===== config.mk =====
export PLATFORM = sky130hd
export DESIGN_NAME = pe_mp_sat
export DESIGN_NICKNAME = d
export VERILOG_FILES = /design/src/rtl/raven_pe_pkg.sv /design/src/rtl/pe_mul_pipe.sv /design/src/rtl/pe_mp_sat.sv
export SDC_FILE = /design/constraint.sdc
export NUM_CORES = 1
export LEC_CHECK = 0
export BUFFER_PORTS_ARGS = -buffer_cell sky130_fd_sc_hd__buf_2
export CAP_MARGIN = 15
export CORE_MARGIN = 5
export CORE_UTILIZATION = 40
export DETAILED_ROUTE_END_ITERATION = 10
export SLEW_MARGIN = 20
export SYNTH_ARGS = -nofsm -noshare
export SYNTH_HDL_FRONTEND = slang
export SYNTH_SLANG_ARGS = --single-unit

===== constraint.sdc =====
create_clock -name clk -period 9.5 [get_ports clk]
set_clock_uncertainty 0.2 [all_clocks]
set_input_delay 0.95 -clock clk [delete_from_list [all_inputs] [get_ports clk]]
set_output_delay 0.95 -clock clk [all_outputs]
set_load 0.02 [all_outputs]

===== src/rtl/raven_pe_pkg.sv =====
// rtl/raven_pe_pkg.sv - shared types and arithmetic helpers for the RAVEN saturating PE
// Contents:
//   pe_mode_e  - operating mode of the PE (gemm / div / exp / log)
//   sat_res_t  - saturated value plus overflow indication
//   sat_acc    - clamp (or wrap) a wide sum to an acc_bw-bit signed range
//   trunc_mac  - clamp a neighbour accumulator and drop its fraction bits
package raven_pe_pkg;

  typedef enum logic [1:0] {
    PE_GEMM = 2'b00,
    PE_DIV  = 2'b01,
    PE_EXP  = 2'b10,
    PE_LOG  = 2'b11
  } pe_mode_e;

  // Helpers work on a 64-bit signed carrier so they serve any legal width.
  localparam int WIDE_BW = 64;

  typedef struct packed {
    logic               ovf;
    logic signed [63:0] val;
  } sat_res_t;

  // Range check against acc_bw-bit two's complement. With sat_en the value is
  // pinned to the violated bound; otherwise it passes through and the caller's
  // truncation to acc_bw bits produces the wrapped result.
  function automatic sat_res_t sat_acc(input logic signed [63:0] sum,
                                       input int                 acc_bw,
                                       input bit                 sat_en);
    logic signed [63:0] hi;
    logic signed [63:0] lo;
    sat_res_t           r;
    hi    = (64'sd1 <<< (acc_bw - 1)) - 64'sd1;
    lo    = -(64'sd1 <<< (acc_bw - 1));
    r.val = sum;
    r.ovf = 1'b0;
    if (sum > hi) begin
      r.ovf = 1'b1;
      if (sat_en) r.val = hi;
    end else if (sum < lo) begin
      r.ovf = 1'b1;
      if (sat_en) r.val = lo;
    end
    return r;
  endfunction

  // Clamp so the integer part fits mul_bw bits, then arithmetic shift right,
  // which floors toward minus infinity.
  function automatic logic signed [63:0] trunc_mac(input logic signed [63:0] mac,
                                                   input int                 mul_bw,
                                                   input int                 fra_bw);
    logic signed [63:0] hi;
    logic signed [63:0] lo;
    logic signed [63:0] c;
    hi = ((64'sd1 <<< (mul_bw - 1)) - 64'sd1) <<< fra_bw;
    lo = -((64'sd1 <<< (mul_bw - 1)) <<< fra_bw);
    c  = mac;
    if (mac > hi) c = hi;
    else if (mac < lo) c = lo;
    return c >>> fra_bw;
  endfunction

endpackage


===== src/rtl/pe_mul_pipe.sv =====
// rtl/pe_mul_pipe.sv - signed multiplier with optional product/addend/valid register
// Ports:
//   clk, rst_n   - clock, asynchronous active-low reset
//   en           - global stall, 0 holds the pipeline register
//   op_a, op_b   - signed multiplicands (MUL_BW)
//   addend       - signed addend travelling alongside the product (ACC_BW)
//   beat_vld     - valid bit of the beat entering the multiplier
//   prod         - product presented to the accumulator (2*MUL_BW)
//   sum_add      - addend aligned with prod
//   sum_vld      - valid bit aligned with prod
//   busy         - a valid beat sits in the product register
module pe_mul_pipe
  import raven_pe_pkg::*;
#(
  parameter int MUL_BW   = 16,
  parameter int ACC_BW   = 32,
  parameter int PIPE_MUL = 0
) (
  input  logic                       clk,
  input  logic                       rst_n,
  input  logic                       en,
  input  logic signed [MUL_BW-1:0]   op_a,
  input  logic signed [MUL_BW-1:0]   op_b,
  input  logic signed [ACC_BW-1:0]   addend,
  input  logic                       beat_vld,
  output logic signed [2*MUL_BW-1:0] prod,
  output logic signed [ACC_BW-1:0]   sum_add,
  output logic                       sum_vld,
  output logic                       busy
);

  localparam int PW = 2 * MUL_BW;
  localparam bit PIPED = (PIPE_MUL != 0);

  logic signed [PW-1:0]     prod_c;
  logic signed [PW-1:0]     prod_q;
  logic signed [ACC_BW-1:0] add_q;
  logic                     vld_p;

  assign prod_c = PW'(op_a) * PW'(op_b);

  always_ff @(posedge clk or negedge rst_n) begin
    if (!rst_n) begin
      prod_q <= '0;
      add_q  <= '0;
      vld_p  <= 1'b0;
    end else if (en) begin
      prod_q <= prod_c;
      add_q  <= addend;
      vld_p  <= beat_vld;
    end
  end

  // Unpipelined build bypasses the register and never reports it busy.
  assign prod    = PIPED ? prod_q : prod_c;
  assign sum_add = PIPED ? add_q  : addend;
  assign sum_vld = PIPED ? vld_p  : beat_vld;
  assign busy    = PIPED ? vld_p  : 1'b0;

endmodule


===== src/rtl/pe_mp_sat.sv =====
// rtl/pe_mp_sat.sv - RAVEN systolic PE: GEMM / unary MAC with saturating accumulate
// Ports:
//   clk, rst_n            - clock, asynchronous active-low reset
//   en                    - global stall, 0 freezes every register
//   cfg_vld_i/cfg_mode_i  - mode-change request and requested mode
//   cfg_rdy_o             - request accepted this cycle (pipeline drained)
//   vld_i                 - operand beat valid
//   mac_i, o_i            - neighbour accumulator, upstream partial sum
//   var_i, x_i, wc_i      - variable, activation, weight/coefficient
//   vld_o, var_o, x_o, wc_o - registered operands forwarded to neighbours
//   mac_o, o_o            - result register
//   res_vld_o             - result valid
//   mode_o                - current mode
//   ovf_o                 - sticky overflow flag, cleared by a mode change
module pe_mp_sat
  import raven_pe_pkg::*;
#(
  parameter int INT_BW   = 5,
  parameter int FRA_BW   = 10,
  parameter int MUL_BW   = 16,
  parameter int ACC_BW   = 32,
  parameter int PIPE_MUL = 0,
  parameter int SAT_EN   = 1
) (
  input  logic                     clk,
  input  logic                     rst_n,
  input  logic                     en,
  input  logic                     cfg_vld_i,
  input  logic [1:0]               cfg_mode_i,
  output logic                     cfg_rdy_o,
  input  logic                     vld_i,
  input  logic signed [ACC_BW-1:0] mac_i,
  input  logic signed [MUL_BW-1:0] var_i,
  input  logic signed [MUL_BW-1:0] x_i,
  input  logic signed [MUL_BW-1:0] wc_i,
  input  logic signed [ACC_BW-1:0] o_i,
  output logic                     vld_o,
  output logic [MUL_BW-1:0]        var_o,
  output logic [MUL_BW-1:0]        x_o,
  output logic [MUL_BW-1:0]        wc_o,
  output logic [ACC_BW-1:0]        mac_o,
  output logic [ACC_BW-1:0]        o_o,
  output logic                     res_vld_o,
  output logic [1:0]               mode_o,
  output logic                     ovf_o
);

  // Stage A operand registers
  logic signed [MUL_BW-1:0] wreg;
  logic signed [MUL_BW-1:0] ireg;
  logic signed [MUL_BW-1:0] vreg;
  logic                     vld_a;

  // Result / control state
  logic [ACC_BW-1:0]        oreg;
  logic                     res_vld;
  pe_mode_e                 mode_q;
  logic                     ovf_q;

  // Datapath
  logic signed [MUL_BW-1:0]   mac_t;
  logic signed [MUL_BW-1:0]   mul_a;
  logic signed [MUL_BW-1:0]   mul_b;
  logic signed [ACC_BW-1:0]   add;
  logic signed [2*MUL_BW-1:0] prod;
  logic signed [ACC_BW-1:0]   sum_add;
  logic                       sum_vld;
  logic                       mul_busy;
  logic signed [63:0]         sum_wide;
  sat_res_t                   sat_r;
  logic [ACC_BW-1:0]          sat_val;
  logic                       hs;

  assign mac_t = MUL_BW'(trunc_mac(64'(mac_i), MUL_BW, FRA_BW));

  always_comb begin
    mul_a = wreg;
    mul_b = ireg;
    add   = o_i;
    if (mode_q != PE_GEMM) begin
      mul_a = mac_t;
      mul_b = vreg;
      // Horner constant term: coefficient scaled to the accumulator's 2*FRA_BW fraction
      add   = ACC_BW'(wreg) <<< FRA_BW;
    end
  end

  pe_mul_pipe #(
    .MUL_BW  (MUL_BW),
    .ACC_BW  (ACC_BW),
    .PIPE_MUL(PIPE_MUL)
  ) u_mul (
    .clk     (clk),
    .rst_n   (rst_n),
    .en      (en),
    .op_a    (mul_a),
    .op_b    (mul_b),
    .addend  (add),
    .beat_vld(vld_a),
    .prod    (prod),
    .sum_add (sum_add),
    .sum_vld (sum_vld),
    .busy    (mul_busy)
  );

  // Sum formed wide so the range check sees the true value before wrap/clamp.
  assign sum_wide = 64'(prod) + 64'(sum_add);
  assign sat_r    = sat_acc(sum_wide, ACC_BW, SAT_EN != 0);
  assign sat_val  = ACC_BW'(sat_r.val);

  // Mode may only change with nothing in flight anywhere in the PE.
  assign cfg_rdy_o = en & ~vld_a & ~mul_busy & ~res_vld;
  assign hs        = cfg_vld_i & cfg_rdy_o;

  always_ff @(posedge clk or negedge rst_n) begin
    if (!rst_n) begin
      wreg    <= '0;
      ireg    <= '0;
      vreg    <= '0;
      vld_a   <= 1'b0;
      oreg    <= '0;
      res_vld <= 1'b0;
      mode_q  <= PE_GEMM;
      ovf_q   <= 1'b0;
    end else if (en) begin
      wreg    <= wc_i;
      ireg    <= x_i;
      vreg    <= var_i;
      vld_a   <= vld_i;
      oreg    <= sat_val;
      res_vld <= sum_vld;
      // A handshake implies an empty pipeline, so clear never races a real set.
      if (hs) begin
        mode_q <= pe_mode_e'(cfg_mode_i);
        ovf_q  <= 1'b0;
      end else if (sum_vld && sat_r.ovf) begin
        ovf_q  <= 1'b1;
      end
    end
  end

  assign wc_o      = wreg;
  assign x_o       = ireg;
  assign var_o     = vreg;
  assign vld_o     = vld_a;
  assign mac_o     = oreg;
  assign o_o       = oreg;
  assign res_vld_o = res_vld;
  assign mode_o    = mode_q;
  assign ovf_o     = ovf_q;

endmodule


==> flow_metrics.tcl, run 1 <==
set metrics [dict create \
    max_freq_ghz 0.112 \
    worstSetupPathType "in2reg" \
    timing.rr.end "mac_o[3]$_DFFE_PN0P_" \
    worst-r2r-cell-count 22 \
    cts.root.buffer_cell "clkbuf_16" \
    cp_max_fo 20 \
    grt_antenna_before_repair 0 \
    ys_ff_latch 85 \
    ios 237 \
    initial_utilization_pct 40.4 \
    die-height_um 208 \
    dieArea_um2 43100 \
    tightest_slew_ps 952 \
    synth_simple_gate_area_share_pct 13.0 \
    drtIter0Drc 698 \
    clkSlewWorstSetupHoldPaths_ps 60 \
    synth-main-ff-cell "dfrtp_1" \
    period_minus_slack_ps 8960 \
    insertion_delay_ps 370 \
    synth_cells 1680 \
    cp.required_ps 9560 \
    num_rows 72 \
    ant_nets 0 \
    yosysWarnings 0 \
    synth_top_family_by_area "adder cells" \
    vias_per_cell 5.06 \
    maxSlewViolCount 0 \
    reg2reg_slack_ps 1030 \
    synthToLayoutAreaGrowth_pct 13.2 \
    maxCapViolations 0 \
    cts-resized-gates 0 \
    place_congestion 1.00 \
    synth_edf_count 0 \
    synth_adder_area_share_pct 46.4 \
    drc 0 \
    port_buffers 236 \
    die_w_um 208 \
    hold_depth 2 \
    tritoncts "done" \
    antenna_cells 0 \
    synth_cell_types 61 \
    hpwl_mm 38.3 \
    grtUsageTotal_pct 21.3 \
    cts.sinks 85 \
    nets 2395 \
    clockBufferDepth 2 \
    placed_area_um2 17400 \
    holdCritPathClass "reg2reg" \
    wl_mm 44.1 \
    cts_setup_buffers 0 \
    start_kind "input pin" \
    ctsHoldBuffers 0 \
    synth.area.mux_share_pct 5.02 \
    yosys.area_share.xor_xnor_pct 2.17 \
    grt_start_max_net_pins 92 \
    grt_pass1_vias 13375 \
    setup_viol 0 \
    cp.arrival_ps 9020 \
    drive_gt1_share_pct 20.4 \
    setup-tns-final_ps 0 \
    hold_end "ovf_o$_DFFE_PN0P_" \
    outcome "completed" \
    min_period_over_period_pct 94.3 \
    cts_buffers 9 \
    grt_pass1_wl_mm 72.9 \
    synth_compound_area_share_pct 8.15 \
    hold_viol_final 0 \
    final_util_pct 45.7 \
    maxSlewHeadroom_pct 35.3 \
    vias 12149 \
    synth_nets 2199 \
    avgRoutedWirePerCell_um 18.4 \
    hp-start "ovf_o$_DFFE_PN0P_" \
    syn_area_um2 15600 \
    first_pass_iters 5 \
    core_area_um2 38600 \
    yosysSeqAreaShare_pct 13.6 \
    final_cell_mix "inv_1, fa_1, buf_2, nand2_1, nor2_1" \
    htree_levels 3 \
    crit_start "mac_i[7]" \
    grt_setup_unrepaired "false" \
    final_cell_area_um2 17700 \
    async_flop_share_pct 100 \
    crit_path_end_kind "flop" \
    gr-total-overflow 0 \
    r2r_start "mode_o[1]$_DFFE_PN0P_" \
    syn_avg_cell_area_um2 9.29 \
    layout_commonest_cell "inv_1" \
]
==> how the worst max path moves through the flow <==
stage / endpoint / depth (start not counted)
after floorplan: mac_o[10]$_DFFE_PN0P_ / 28
after global placement: mac_o[2]$_DFFE_PN0P_ / 28
after detailed placement: mac_o[3]$_DFFE_PN0P_ / 28
after CTS: mac_o[3]$_DFFE_PN0P_ / 28
after global routing: mac_o[2]$_DFFE_PN0P_ / 28
final: mac_o[3]$_DFFE_PN0P_ / 28
==> worst max-delay path, stage by stage <==
cell and delay (ps):
buf_2 120, or4_1 500, o41ai_1 320, a31oi_1 120, nor2_1 100, buf_4 210
nand2_1 90, o21ai_1 390, nor2_1 140, fa_1 520, inv_1 50, fa_1 460
fa_1 540, inv_1 60, fa_1 500, fa_1 550, inv_1 60, fa_1 530
inv_1 40, ha_1 370, and3_1 220, o211ai_1 100, o21ba_1 290, a2111o_1 480
a211oi_4 370, o2111ai_4 350, buf_12 280, a311oi_1 290
==> stage by stage <==
stage               cells  worst slack [ps]  hold WS (ps)
global placement     2382               382           275
CTS                  2399               563           331
global route         2399              80.4           354
detailed placement   2383               171           297
floorplan            1680               916           388
finish               2399               541           317
==> kinds of logic after synthesis <==
kind of cell | after synthesis
simple gates | 481
buf+inv | 449
fa+ha+maj | 400
compound gates | 159
flops | 85
mux | 72
xor+xnor | 34
==> final cells by class <==
class | instances | area (µm²)
clock inverter | 7 | 81.3
multi-input combinational | 1146 | 11700
timing repair buffer | 279 | 1560
sequential | 85 | 2130
inverter | 355 | 1330
fill | 3730 | 21000
clock buffer | 9 | 225
tap | 518 | 648
==> cells in the mapped netlist (4+ instances only) <==
library cell	count	area share (%)
dfrtp_1	85	14
nand2_1	225	5.4
a311oi_2	23	2.2
and2_1	14	0.56
buf_1	4	0.096
nor3_1	6	0.19
o21a_1	18	0.87
buf_2	8	0.26
a21oi_1	27	0.87
a311oi_1	6	0.34
mux2_2	51	3.7
inv_1	354	8.5
o211ai_1	7	0.34
o21ai_0	12	0.38
nand2b_1	13	0.52
a21o_1	17	0.82
mux2i_1	21	1.3
nand4_1	9	0.36
ha_1	101	8.1
buf_4	33	1.6
and3_1	4	0.16
fa_1	299	38
xnor2_1	17	0.95
nor2b_1	4	0.16
nor2_1	172	4.1
xor2_1	14	0.79
o21ai_1	17	0.54
clkbuf_1	49	1.2
nor3b_1	4	0.19
or2_2	6	0.24
nand3_1	8	0.26
a211oi_1	6	0.29
nor4_1	4	0.16
==> registers in the layout (all words and copies together), names as in the netlist <==
register and flops:
vld_o 1, res_vld_o 1, wc_o 16, ovf_o 1, mode_o 2, mac_o 32
var_o 16, x_o 16
==> layer usage <==
layer	part of all wire (%)	track usage (%)	vias to the layer above
li1	-	-	5523
met1	38	25.8	6201
met2	53	38.7	350
met3	5.6	3.61	75
met4	3.1	6.82	0
met5	0	0	-
Power of run 1 is left out: the tool's default activity adds up to more than one toggle a clock period on the data nets, which glitch-free logic cannot reach.
==> run 2: changes to the inputs <==
- GPL_TIMING_DRIVEN: default -> 0
==> flow_metrics.tcl, run 2 (same netlist as run 1, synthesis figures left out) <==
set metrics [dict create \
    place_congestion 0.939 \
    gr-total-overflow 0 \
    ant_nets 0 \
    cp_max_fo 10 \
    crit_start "mac_i[8]" \
    setup_viol 0 \
    maxSlewViolCount 0 \
    setup-tns-final_ps 0 \
    timing.rr.end "mac_o[4]$_DFFE_PN0P_" \
    grt_use_met1_pct 27.5 \
    outcome "completed" \
    nets 2442 \
    htree_levels 3 \
    layout_commonest_cell "inv_1" \
    min_period_over_period_pct 95.5 \
    port_buffers 235 \
    final_cell_mix "inv_1, fa_1, buf_2, nand2_1, nor2_1" \
    cp.required_ps 9560 \
    dieArea_um2 43100 \
    cts.sinks 85 \
    vias_per_cell 5.10 \
    final_cell_area_um2 17900 \
    clockBufferDepth 2 \
    vias 12495 \
    period_minus_slack_ps 9070 \
    hpwl_mm 39.6 \
    die_w_um 208 \
    maxSlewHeadroom_pct 27.1 \
    num_rows 72 \
    worst-r2r-cell-count 26 \
    seq_area_um2 2130 \
    worstSetupPathType "in2reg" \
    start_kind "input pin" \
    cts.root.buffer_cell "clkbuf_16" \
    wl_mm 46.6 \
    largest_reg_flops 32 \
    grt_start_max_net_pins 46 \
    fillers 3800 \
    cts_buffers 9 \
    grtUsageTotal_pct 22.3 \
    insertion_delay_ps 360 \
    die-height_um 208 \
    max_freq_ghz 0.110 \
    critPathCapture "mac_o[11]$_DFFE_PN0P_" \
    first_pass_iters 5 \
    clkSlewWorstSetupHoldPaths_ps 70 \
    grt_antenna_before_repair 4 \
    hold_viol_final 0 \
    whs_ps 294 \
    drc 0 \
    drtIter0Drc 641 \
    met3_usage_pct 3.08 \
    cp.arrival_ps 9130 \
    crit_path_end_kind "flop" \
    initial_utilization_pct 40.4 \
    drive_gt1_share_pct 20.9 \
    multi_input_area_um2 11800 \
    tightest_slew_ps 1060 \
    ios 237 \
    r2r_start "mode_o[0]$_DFFE_PN0P_" \
    top_usage_layer "met2" \
    avgRoutedWirePerCell_um 19.0 \
    grt_setup_unrepaired "false" \
    placed_area_um2 17500 \
    maxCapViolations 0 \
    synthToLayoutAreaGrowth_pct 14.3 \
    core_area_um2 38600 \
    tritoncts "done" \
    grt_pass1_vias 13740 \
    grt_pass1_wl_mm 75.5 \
    use_met2_pct 39.6 \
    reg2reg_slack_ps 540 \
    ctsHoldBuffers 0 \
    holdCritPathClass "reg2reg" \
]
run 2: changes by cell type in the layout (fill, tap and decap cells not counted), moves of 5 or more:
cell,before,now
buf_2,234,242
buf_4,41,35
clkbuf_1,0,39
clkbuf_2,0,7
o21ai_1,17,10
o21ai_2,0,5
run 2: timing repair:
| item | in CTS | in global routing |
|---|---|---|
| endpoints found under the setup margin | 31 | 31 |
| gates cloned | 0 | 0 |
| gates resized for setup | 6 | 24 |
| setup buffers | 0 | 1 |
| pin swaps | 0 | 1 |
run 2: metrics by stage:
step	cells	worst slack, ps	utilization (%)
floorplan	1680	916	-
global route	2449	4.27	46.2
CTS	2450	38.2	46.0
global placement	2433	-481	45.1
finish	2449	426	46.2
detailed placement	2434	-571	45.2
run 2: metal layers:
metal	share of wire, %	routed length (µm)	vias up
li1	-	-	5627
met1	39	18200	6407
met2	51	23900	377
met3	5.4	2520	84
met4	4.3	1990	0
met5	0	0	-
run 2: layout make-up:
class                      instances  share of cell area [%]
clock inverter                     6                   0.259
multi-input combinational       1146                    65.9
timing repair buffer             237                    6.80
clock buffer                      10                    1.34
inverter                         355                    7.46
antenna                            3                  0.0421
buffer                            89                    2.67
tap                              518                    3.63
sequential                        85                    11.9
run 2: how the worst min path moves through the flow:
stage	startpoint	endpoint	slack, ps	cells past startpoint
5_1_grt	ovf_o$_DFFE_PN0P_	ovf_o$_DFFE_PN0P_	330	2
3_3_place_gp	ovf_o$_DFFE_PN0P_	ovf_o$_DFFE_PN0P_	280	2
6_report	ovf_o$_DFFE_PN0P_	ovf_o$_DFFE_PN0P_	290	2
3_5_place_dp	ovf_o$_DFFE_PN0P_	ovf_o$_DFFE_PN0P_	290	2
2_1_floorplan	ovf_o$_DFFE_PN0P_	ovf_o$_DFFE_PN0P_	390	2
4_1_cts	ovf_o$_DFFE_PN0P_	ovf_o$_DFFE_PN0P_	300	2
run 2: worst max-delay path, stage by stage:
cell and delay, ps:
buf_2 90, or4_1 570, o41ai_1 280, a31oi_1 150, nor2_2 220, clkbuf_2 250
nand2_1 100, o21a_1 310, nand2_1 180, fa_1 450, fa_1 520, fa_1 530
inv_1 60, fa_1 500, fa_1 540, inv_1 50, fa_1 580, inv_1 50
ha_1 390, and3_1 220, o211ai_1 100, o21ba_1 180, buf_2 190, a2111o_1 470
a211oi_4 400, o2111ai_4 230, buf_2 280, a311oi_2 280
Power of run 2 is left out for the same reason.
